File: src/rtl/uart_tx_fifo.sv
// uart_tx_fifo: UART transmitter fed by a small FIFO, configurable framing.
module uart_tx_fifo #(
  parameter int CLK_DIV    = 434,
  parameter int DATA_BITS  = 8,
  parameter int PARITY     = 0,
  parameter int STOP_BITS  = 1,
  parameter int FIFO_DEPTH = 4
) (
  input  logic                 clk,
  input  logic                 rst,
  input  logic                 start,
  input  logic [DATA_BITS-1:0] data_in,
  output logic                 tx,
  output logic                 busy,
  output logic                 full,
  output logic                 overrun
);
  localparam int AW = $clog2(FIFO_DEPTH);
  typedef enum logic [2:0] {IDLE, START, DATA, PARITY_BIT, STOP} state_t;
  state_t state, state_n;
  logic [DATA_BITS-1:0] mem [FIFO_DEPTH];
  logic [AW-1:0] wr_ptr, rd_ptr;
  logic [AW:0] count;
  logic [15:0] baud;
  logic [3:0] bit_cnt;
  logic [DATA_BITS-1:0] sh;
  logic par, tx_n, pop, push, baud_end, last;
  assign push = start && !full;
  assign full = count == (AW+1)'(FIFO_DEPTH);
  assign busy = state != IDLE || count != 0;
  assign baud_end = baud == 16'(CLK_DIV - 1);
  assign last = bit_cnt == 4'(state == DATA ? DATA_BITS - 1 : STOP_BITS - 1);
  always_comb begin
    state_n = state;
    pop = 1'b0;
    tx_n = tx;
    case (state)
      IDLE: if (count != 0) begin
        pop = 1'b1;
        state_n = START;
        tx_n = 1'b0;
      end
      START: if (baud_end) begin
        state_n = DATA;
        tx_n = sh[0];
      end
      DATA: if (baud_end) begin
        state_n = !last ? DATA : PARITY != 0 ? PARITY_BIT : STOP;
        tx_n = !last ? sh[0] : PARITY != 0 ? par : 1'b1;
      end
      PARITY_BIT: if (baud_end) begin
        state_n = STOP;
        tx_n = 1'b1;
      end
      STOP: if (baud_end && last) begin
        pop = count != 0;
        state_n = count != 0 ? START : IDLE;
        tx_n = count == 0;
      end
      default: state_n = IDLE;
    endcase
  end
  always_ff @(posedge clk)
    if (push && !rst) mem[wr_ptr] <= data_in;
  // Shifter and parity are captured at pop so the FIFO slot can be reused at once.
  always_ff @(posedge clk or posedge rst)
    if (rst) begin
      state <= IDLE;
      tx <= 1'b1;
      baud <= '0;
      bit_cnt <= '0;
      wr_ptr <= '0;
      rd_ptr <= '0;
      count <= '0;
      overrun <= 1'b0;
      sh <= '0;
      par <= 1'b0;
    end else begin
      state <= state_n;
      tx <= tx_n;
      baud <= (state == IDLE || baud_end) ? '0 : baud + 1'b1;
      bit_cnt <= state_n != state ? '0 : baud_end ? bit_cnt + 1'b1 : bit_cnt;
      wr_ptr <= push ? wr_ptr + 1'b1 : wr_ptr;
      rd_ptr <= pop ? rd_ptr + 1'b1 : rd_ptr;
      count <= count + (AW+1)'(push) - (AW+1)'(pop);
      overrun <= overrun | (start & full);
      sh <= pop ? mem[rd_ptr] : (baud_end && (state == START || state == DATA)) ? sh >> 1 : sh;
      par <= pop ? ^mem[rd_ptr] ^ (PARITY == 1) : par;
    end
endmodule

File: config.mk
export PLATFORM = sky130hd
export DESIGN_NAME = uart_tx_fifo
export DESIGN_NICKNAME = d
export VERILOG_FILES = /design/src/rtl/uart_tx_fifo.sv
export SDC_FILE = /design/constraint.sdc
export NUM_CORES = 1
export LEC_CHECK = 0
export BUFFER_PORTS_ARGS = -buffer_cell sky130_fd_sc_hd__clkbuf_2
export CAP_MARGIN = 20
export CORE_AREA = 2 2 79 81
export CTS_BUF_LIST = sky130_fd_sc_hd__clkbuf_8
export CTS_CLUSTER_SIZE = 8
export DETAILED_ROUTE_END_ITERATION = 6
export DIE_AREA = 0 0 81 83
export PLACE_DENSITY = 0.79
export RECOVER_POWER = 50
export SETUP_SLACK_MARGIN = 0.2
export SLEW_MARGIN = 20
export SYNTH_ARGS = -nofsm -noshare
export SYNTH_HDL_FRONTEND = slang
export SYNTH_SLANG_ARGS = --single-unit
File: constraint.sdc
create_clock -name clk -period 3.1 [get_ports clk]
set_input_delay 0.465 -clock clk [delete_from_list [all_inputs] [get_ports clk]]
set_output_delay 0.465 -clock clk [all_outputs]
set_load 0.005 [all_outputs]
==> results of run 1 <==
[state kept, by name, summed over array words and instances, names as in the netlist]
register and count:
baud 16, bit_cnt 4, count 3, mem 32, overrun 1, rd_ptr 2
sh 8, state 3, tx 1, wr_ptr 2
[cells by family (layout without fill, tap and decap cells)]
logic type | after synthesis | count (layout) | synth area share, %
multiplexers | 19 | 19 | 9.26
buffers and inverters | 17 | 50 | 1.96
XOR/XNOR | 23 | 23 | 6.18
AO/OA/AOI/OAI | 22 | 22 | 4.49
flip-flops | 72 | 72 | 60.3
AND/OR/NAND/NOR | 86 | 86 | 14.2
adder cells (fa/ha/maj) | 9 | 9 | 3.69
[placed cells by master, fill, tap and decap left out, types with 4 or more instances in the layout]
cell      instances
edfxtp_1         32
buf_4            11
nand2_1          14
xor2_1           10
o21ai_0           6
clkbuf_2          5
mux4_2            8
dfrtp_1          39
inv_1             8
clkbuf_1         10
nand4_1           4
clkbuf_8          9
nor2_1           26
a221o_1           4
xnor2_1          13
ha_1              8
a21oi_1           5
mux2_2            9
nand3_1           8
and2_1            8
[area by class of cell]
class,instances,share of cell area (%)
flip-flops and latches,72,53.2
inverters,8,0.814
multi-input cells,159,34.0
well taps,75,2.54
clock buffers,9,3.36
clock inverters,7,2.17
repair buffers,26,3.93
[how the worst max path moves through the flow]
stage	from	end	slack (ns)	depth (start not counted)
after floorplan	baud[9]	count[2]	0.24	11
after global placement	baud[9]	count[2]	0.26	10
after detailed placement	baud[9]	count[2]	0.18	10
after CTS	baud[2]	count[2]	0.25	10
after global routing	baud[11]	count[2]	0.20	10
final	baud[11]	count[2]	0.32	10
[power by group]
group | total, mW | internal [mW] | leakage, nW | switching (mW)
Combinational | 0.671 | 0.389 | 0.560 | 0.282
Clock | 0.747 | 0.379 | 0.0964 | 0.367
Sequential | 1.39 | 1.20 | 0.798 | 0.184
[metal layers]
layer  vias up  wire length, um
met1       966             2470
met4         0               99
met3        12              118
met5         -                0
li1        947                -
met2        28             2640
[critical path, cell delays in order, from the launching register on]
cell	delay, ns
dfrtp_1	0.42
or4_4	0.55
nor4_4	0.30
a21bo_2	0.22
and2_4	0.18
xnor2_1	0.13
ha_1	0.16
inv_1	0.04
fa_1	0.37
xnor2_1	0.19
xnor2_1	0.13
[repair_timing]
item,CTS,global route
setup endpoints to repair,1,1
setup buffers,0,5
hold buffers,0,0
pin swaps,0,3
resized for setup,2,3
==> reports/qor.txt, run 1 <==
Status: finished clean
Startpoint Class: flip-flop
Post-layout instance area: 0.00369 sq mm
Vias in the first global route: 1,948
Final Hold Vio Count: 0
Port Buf Inserts: 14
Clock transition at path regs: 0.08 ns
Final setup violation count: 0
PwrDens: 760 mW/mm^2
Grt peak-use layer: met2
Top FF cell, synth: dfrtp_1
Syn Area/Cell: 13.1 sq um
Post-DP HPWL: 3700 um
Data required time of the critical path: 3.37 ns
Arrival @ worst endpoint: 3.05 ns
DP Worst Slack: 0.184 ns
DR WL/cell: 15.0 um
Layout cells sized above 1: 21.4%
DRT antenna net count: 0
H-tree levels: 3
Fmax: 360 MHz
# diodes: 0
Pin count of the biggest net entering global routing: 29
CTS tree: done
Gate Count Post-Synth: 248
Placed instance count: 335
Fin cells: 356
Via density: 5.49
Leakage power total: 1.45 nW
Total GRT Usage: 17.4%
R2r setup slk: 0.32 ns
Final WS setup: 0.320 ns
Die Span Y: 83 um
Ys async rst share: 55.6%
Core area: 0.00582 sq mm
Met2 Track Usage GR: 26.5%
Worst-skew pair later-pin latency: 0.34 ns
Initial Util: 56.0%
Synth-to-Final Area Change: 13.3%
Sequential cell area: 0.00196 sq mm
Top-count cell post-synth: dfrtp_1
Clock Tree Root: clkbuf_8
Worst hold path class: input pin to async pin
DRT Pass-1 Iters: 4
Critical path fanouts, max: 5
Seq/Total Area, Yosys: 60.3%
Global-route met3 utilization: 3.48%
Critical Setup Path Class: flip-flop to flip-flop
Period utilisation layout: 89.7%
Filler cell count: 452
Worst r2r src: baud[11]
Die Area: 0.00672 sq mm
Final nets: 296
Ranking of synthesized cells by area: dfrtp_1, edfxtp_1, mux4_2, xnor2_1, mux2_2
Total power: 2.80 mW
First-pass GRT wire length: 8890 um
Hold WS: 0.140 ns
Max Cap Viol: 0
Multi-input gate area: 0.00125 sq mm
Worst Setup End Kind: flip-flop
Initial antenna violation count: 0
Site Rows: 28
Post-synth cell types: 43
Post-Place Cell Area: 0.00345 sq mm
Met1 Use GR: 23.6%
Clock skew: 0.00954 ns
Syn_nets: 268
Post-synth EDFFs: 32
Max-slew violation count: 0
Relative slew slack: 1.97%
Reg-to-Reg End: count[2]
Post-route minimum period: 2.78 ns
Setup_tns: 0 ns
RSZ-0062 raised after global routing: false
WL final: 5340 um
1st-iter DRT viols: 129
Overflow after GRT: 0
Commonest cells post-synth: dfrtp_1, edfxtp_1, nor2_1
Routed vias: 1,953
Yosys warnings: 0
Gpl congestion: 0.817
Cell taking the most area after synthesis: dfrtp_1
# IOs: 15
Syn Std Cell Area: 0.00326 sq mm
Maximum root-to-sink buffer count: 2
Reg2Reg Depth: 10
Worst-margin pin slew: 1.47 ns
Peak VDD IR: 497 uV
Share of the synthesized area in the top cell type: 30.0%
CTS buffer count: 9
Die width: 81 um
CTS sink cnt: 72
Flip-flop and latch count after synthesis: 72
Final design utilization: 63.5%
DRC viols: 0
Power figures use the tool's default switching activity.
==> inputs of run 2 (changes only) <==
- ABC_CLOCK_PERIOD_IN_PS: unset -> 3100
- GPL_TIMING_DRIVEN: unset -> 0
- HOLD_SLACK_MARGIN: unset -> 0.1
==> reports/qor.txt, run 2 (same netlist as run 1, synthesis figures left out) <==
Largest register FFs: 32
Placed instance count: 338
Reg with most FFs: mem
Clock skew: 0.00900 ns
Status: finished clean
DRC viols: 0
Arrival @ worst endpoint: 3.13 ns
Critical path fanouts, max: 3
Final setup violation count: 0
Clock Tree Root: clkbuf_8
H-tree levels: 3
Commonest non-fill, non-tap cell in the layout: dfrtp_1
Post-layout instance area: 0.00375 sq mm
Fin cells: 359
Vias in the first global route: 2,008
Pint: 2.05 mW
Switching pwr: 0.841 mW
Largest registers: mem (32), baud (16), sh (8)
Routed vias: 1,970
Final nets: 299
Site Rows: 28
Sw frac: 29.0%
Clock share of power: 28.0%
Worst hold path class: input pin to flip-flop
Relative slew slack: 51.4%
Gpl congestion: 0.793
# IOs: 15
Period utilisation layout: 92.2%
Post-DP HPWL: 3710 um
CTS buffer count: 9
DR WL/cell: 15.2 um
Total power: 2.90 mW
Final WS setup: 0.242 ns
Initial antenna violation count: 0
Gate power share: 25.9%
Die Area: 0.00672 sq mm
Startpoint Class: flip-flop
CP Cell Sequence: inv_1, ha_2, or3b_4, nor4_4, a21bo_2, and2_4, buf_6, xnor2_2, ha_2, inv_2, fa_2, xnor2_2, xnor2_1
Worst Setup End Kind: flip-flop
Fmax: 350 MHz
Crit path buf inv count: 3
Pin count of the biggest net entering global routing: 34
Port Buf Inserts: 14
Leakage power total: 1.47 nW
Core area: 0.00582 sq mm
Most frequent cells in the layout: dfrtp_1, edfxtp_1, nor2_1
Initial Util: 56.0%
Clock transition at path regs: 0.08 ns
# diodes: 0
Total GRT Usage: 18.6%
Overflow after GRT: 0
Peak VDD IR: 559 uV
Crit path max-delay family: simple AND/OR/NAND/NOR gates
Data required time of the critical path: 3.37 ns
Critical Setup Path Class: flip-flop to flip-flop
Die Span Y: 83 um
Post-Place Cell Area: 0.00345 sq mm
DP Worst Slack: -0.109 ns
WL final: 5450 um
1st-iter DRT viols: 123
DRT antenna net count: 0
CTS tree: done
RSZ-0062 raised after global routing: true
Via density: 5.49
Post-route minimum period: 2.86 ns
CTS sink cnt: 72
Die width: 81 um
First-pass GRT wire length: 9460 um
Max-slew violation count: 0
DRT Pass-1 Iters: 4
Worst-skew pair later-pin latency: 0.35 ns
Synth-to-Final Area Change: 15.0%
Final Hold Vio Count: 0
Maximum root-to-sink buffer count: 2
PwrDens: 773 mW/mm^2
Layout cells sized above 1: 22.2%
Max Cap Viol: 0
CP max stage delay: 0.40 ns
Sequential share of power: 46.1%
Worst-path cell with the longest stage delay: dfrtp_1
Worst-margin pin slew: 0.728 ns
-- run 2: worst paths after layout --
check,to,cells past startpoint,slack [ns],start
worst max register to register,count[2],13,0.24,baud[1]
worst min-delay path,overrun,2,0.34,start
worst min register to register,tx,2,0.47,tx
min in group asynchronous,rd_ptr[1],3,0.63,rst
max in group asynchronous,tx,4,1.93,rst
worst max-delay path,count[2],13,0.24,baud[1]
-- run 2: repair_timing --
action	4_1_cts	5_1_grt
setup buffers	2	2
resized for setup	7	10
gates cloned	0	0
hold buffers	1	0
endpoints found under the hold margin	7	0
pin swaps	2	7
endpoints found under the setup margin	2	2
-- run 2: layer usage --
metal  vias up  track usage (%)  share of wire [%]
met5         -                0                  0
met4         0             6.01                1.4
met3         9             6.85                3.7
met2        30             29.0                 51
met1       981             24.2                 44
li1        950                -                  -
-- run 2: per-stage QoR --
| stage | util [%] | TNS [ns] | hold slack, ns |
|---|---|---|---|
| global placement | 59.0 | -0.0433 | 0.439 |
| floorplan | - | 0 | 0.451 |
| global route | 64.4 | 0 | 0.341 |
| finish | 64.4 | 0 | 0.342 |
| detailed placement | 59.3 | -0.109 | 0.383 |
| CTS | 64.0 | 0 | 0.311 |
-- run 2: power by group through the flow --
| stage | Combinational [mW] | Clock, mW | Sequential (mW) |
|---|---|---|---|
| 5_1_grt | 0.850 | 0.868 | 1.36 |
| 4_1_cts | 0.736 | 0.824 | 1.34 |
| 3_5_place_dp | 0.705 | 0 | 1.35 |
| 6_report | 0.750 | 0.810 | 1.34 |
| 3_3_place_gp | 0.665 | 0 | 1.34 |
| 2_1_floorplan | 0.551 | 0 | 1.32 |
-- run 2: worst reg2reg max path: cells and delay by family (launching register included) --
family	cells	cell delay [ns]
flops	1	0.40
simple gates	3	0.83
compound gates	1	0.20
fa+ha+maj	3	0.72
buf+inv	3	0.21
xor+xnor	3	0.44
-- run 2: layout make-up --
| cell class | count | area (sq um) |
|---|---|---|
| fillers | 451 | 2070 |
| flip-flops and latches | 72 | 1960 |
| multi-input cells | 159 | 1280 |
| clock buffers | 9 | 124 |
| repair buffers | 20 | 120 |
| clock inverters | 7 | 93.8 |
| well taps | 75 | 93.8 |
| plain buffers | 9 | 42.5 |
| inverters | 8 | 30.0 |
==> inputs of run 3 (changes only) <==
- CORE_AREA: 2 2 79 81 -> 2 2 108 110
- DIE_AREA: 0 0 81 83 -> 0 0 110 112
- PLACE_DENSITY: 0.79 -> 0.48
==> reports/qor.txt, run 3 (same netlist as run 1, synthesis figures left out) <==
Status: finished clean
Vias in the first global route: 2,045
CTS buffer count: 9
Pin count of the biggest net entering global routing: 23
Reg with most FFs: mem
Via density: 4.56
# IOs: 15
CP max stage delay: 0.39 ns
Max-slew violation count: 0
Site Rows: 39
Relative slew slack: 18.3%
First-pass GRT wire length: 10,000 um
Final Hold Vio Count: 0
Most frequent cells in the layout: dfrtp_1, edfxtp_1, nor2_1
Fin cells: 431
Clock skew: 0.00925 ns
Worst-skew pair later-pin latency: 0.35 ns
Reg-to-Reg End: count[2]
Critical path fanouts, max: 3
Crit path max-delay family: simple AND/OR/NAND/NOR gates
Initial antenna violation count: 0
Period utilisation layout: 90.4%
Port Buf Inserts: 14
Total power: 2.83 mW
Worst hold path class: input pin to async pin
Worst Setup End Kind: flip-flop
1st-iter DRT viols: 59
WL final: 5840 um
Worst-margin pin slew: 1.23 ns
Final nets: 303
DP Worst Slack: -0.0924 ns
Gpl congestion: 0.738
Initial Util: 29.2%
PwrDens: 739 mW/mm^2
Leakage power total: 1.48 nW
Worst path depth: 13
Routed vias: 1,966
Layout cells sized above 1: 23.6%
Overflow after GRT: 0
Worst-path cell with the longest stage delay: dfrtp_1
DR WL/cell: 13.5 um
Commonest non-fill, non-tap cell in the layout: dfrtp_1
Reg2Reg Depth: 13
Critical Setup Path Class: flip-flop to flip-flop
Largest registers: mem (32), baud (16), sh (8)
Filler cell count: 1,105
Setup_tns: 0 ns
Post-route minimum period: 2.80 ns
Crit path buf inv count: 3
DRC viols: 0
Maximum root-to-sink buffer count: 2
Die Span Y: 112 um
CTS sink cnt: 72
Worst r2r src: baud[1]
Max Cap Viol: 0
Clock Tree Root: clkbuf_8
Sequential cell area: 0.00196 sq mm
Multi-input gate area: 0.00128 sq mm
Synth-to-Final Area Change: 17.4%
Core area: 0.0112 sq mm
Final WS setup: 0.297 ns
Clock transition at path regs: 0.09 ns
Fmax: 357 MHz
Die width: 110 um
CP Cell Sequence: inv_1, ha_2, or3b_4, nor4_4, a21bo_2, and2_4, buf_8, xnor2_2, ha_2, inv_2, fa_2, xnor2_2, xnor2_1
RSZ-0062 raised after global routing: true
Hold WS: 0.226 ns
R2r setup slk: 0.30 ns
Startpoint Class: flip-flop
Peak VDD IR: 316 uV
CTS tree: done
Placed instance count: 406
Data required time of the critical path: 3.34 ns
DRT Pass-1 Iters: 4
DRT antenna net count: 0
Arrival @ worst endpoint: 3.04 ns
Final setup violation count: 0
Die Area: 0.0123 sq mm
H-tree levels: 3
Post-DP HPWL: 3920 um
# diodes: 0
Total GRT Usage: 10.8%
Critical path origin: baud[1]
Cts hold-fix bufs: 0
Largest register FFs: 32
==> run 3: final cells by class <==
class                      count  area share (%)
tap                          143            4.68
inverter                       8           0.785
multi-input combinational    159            33.5
clock inverter                 7            1.80
clock buffer                   9            3.24
timing repair buffer          24            3.40
sequential                    72            51.3
buffer                         9            1.24
==> run 3: power by group <==
part / switching (mW) / internal (mW) / total [mW] / leakage, nW
sequential: 0.121 / 1.20 / 1.32 / 0.798
clock: 0.414 / 0.317 / 0.732 / 0.101
combinational: 0.361 / 0.410 / 0.771 / 0.578
total: 0.896 / 1.93 / 2.83 / 1.48
==> run 3: worst max path at each step <==
stage	endpoint
finish	count[2]
global route	count[2]
CTS	count[2]
detailed placement	count[2]
global placement	count[2]
floorplan	count[2]
==> run 3: timing repair <==
item	CTS	global route
gates resized for setup	10	9
hold endpoints to repair	0	0
setup buffers	6	3
pin swaps	5	8
endpoints found under the setup margin	2	2
==> run 3: through the flow <==
step           util (%)  area (sq um)
2_1_floorplan         -          3260
3_3_place_gp       31.4          3510
3_5_place_dp       31.7          3540
4_1_cts            34.1          3810
5_1_grt            34.2          3820
6_report           34.2          3820
==> run 3: layer usage <==
| layer | GRT usage, % | share of wire, % |
|---|---|---|
| met1 | 13.8 | 47 |
| met2 | 17.0 | 49 |
| met3 | 4.16 | 3.2 |
| met4 | 3.29 | 0.98 |
| met5 | 0 | 0 |
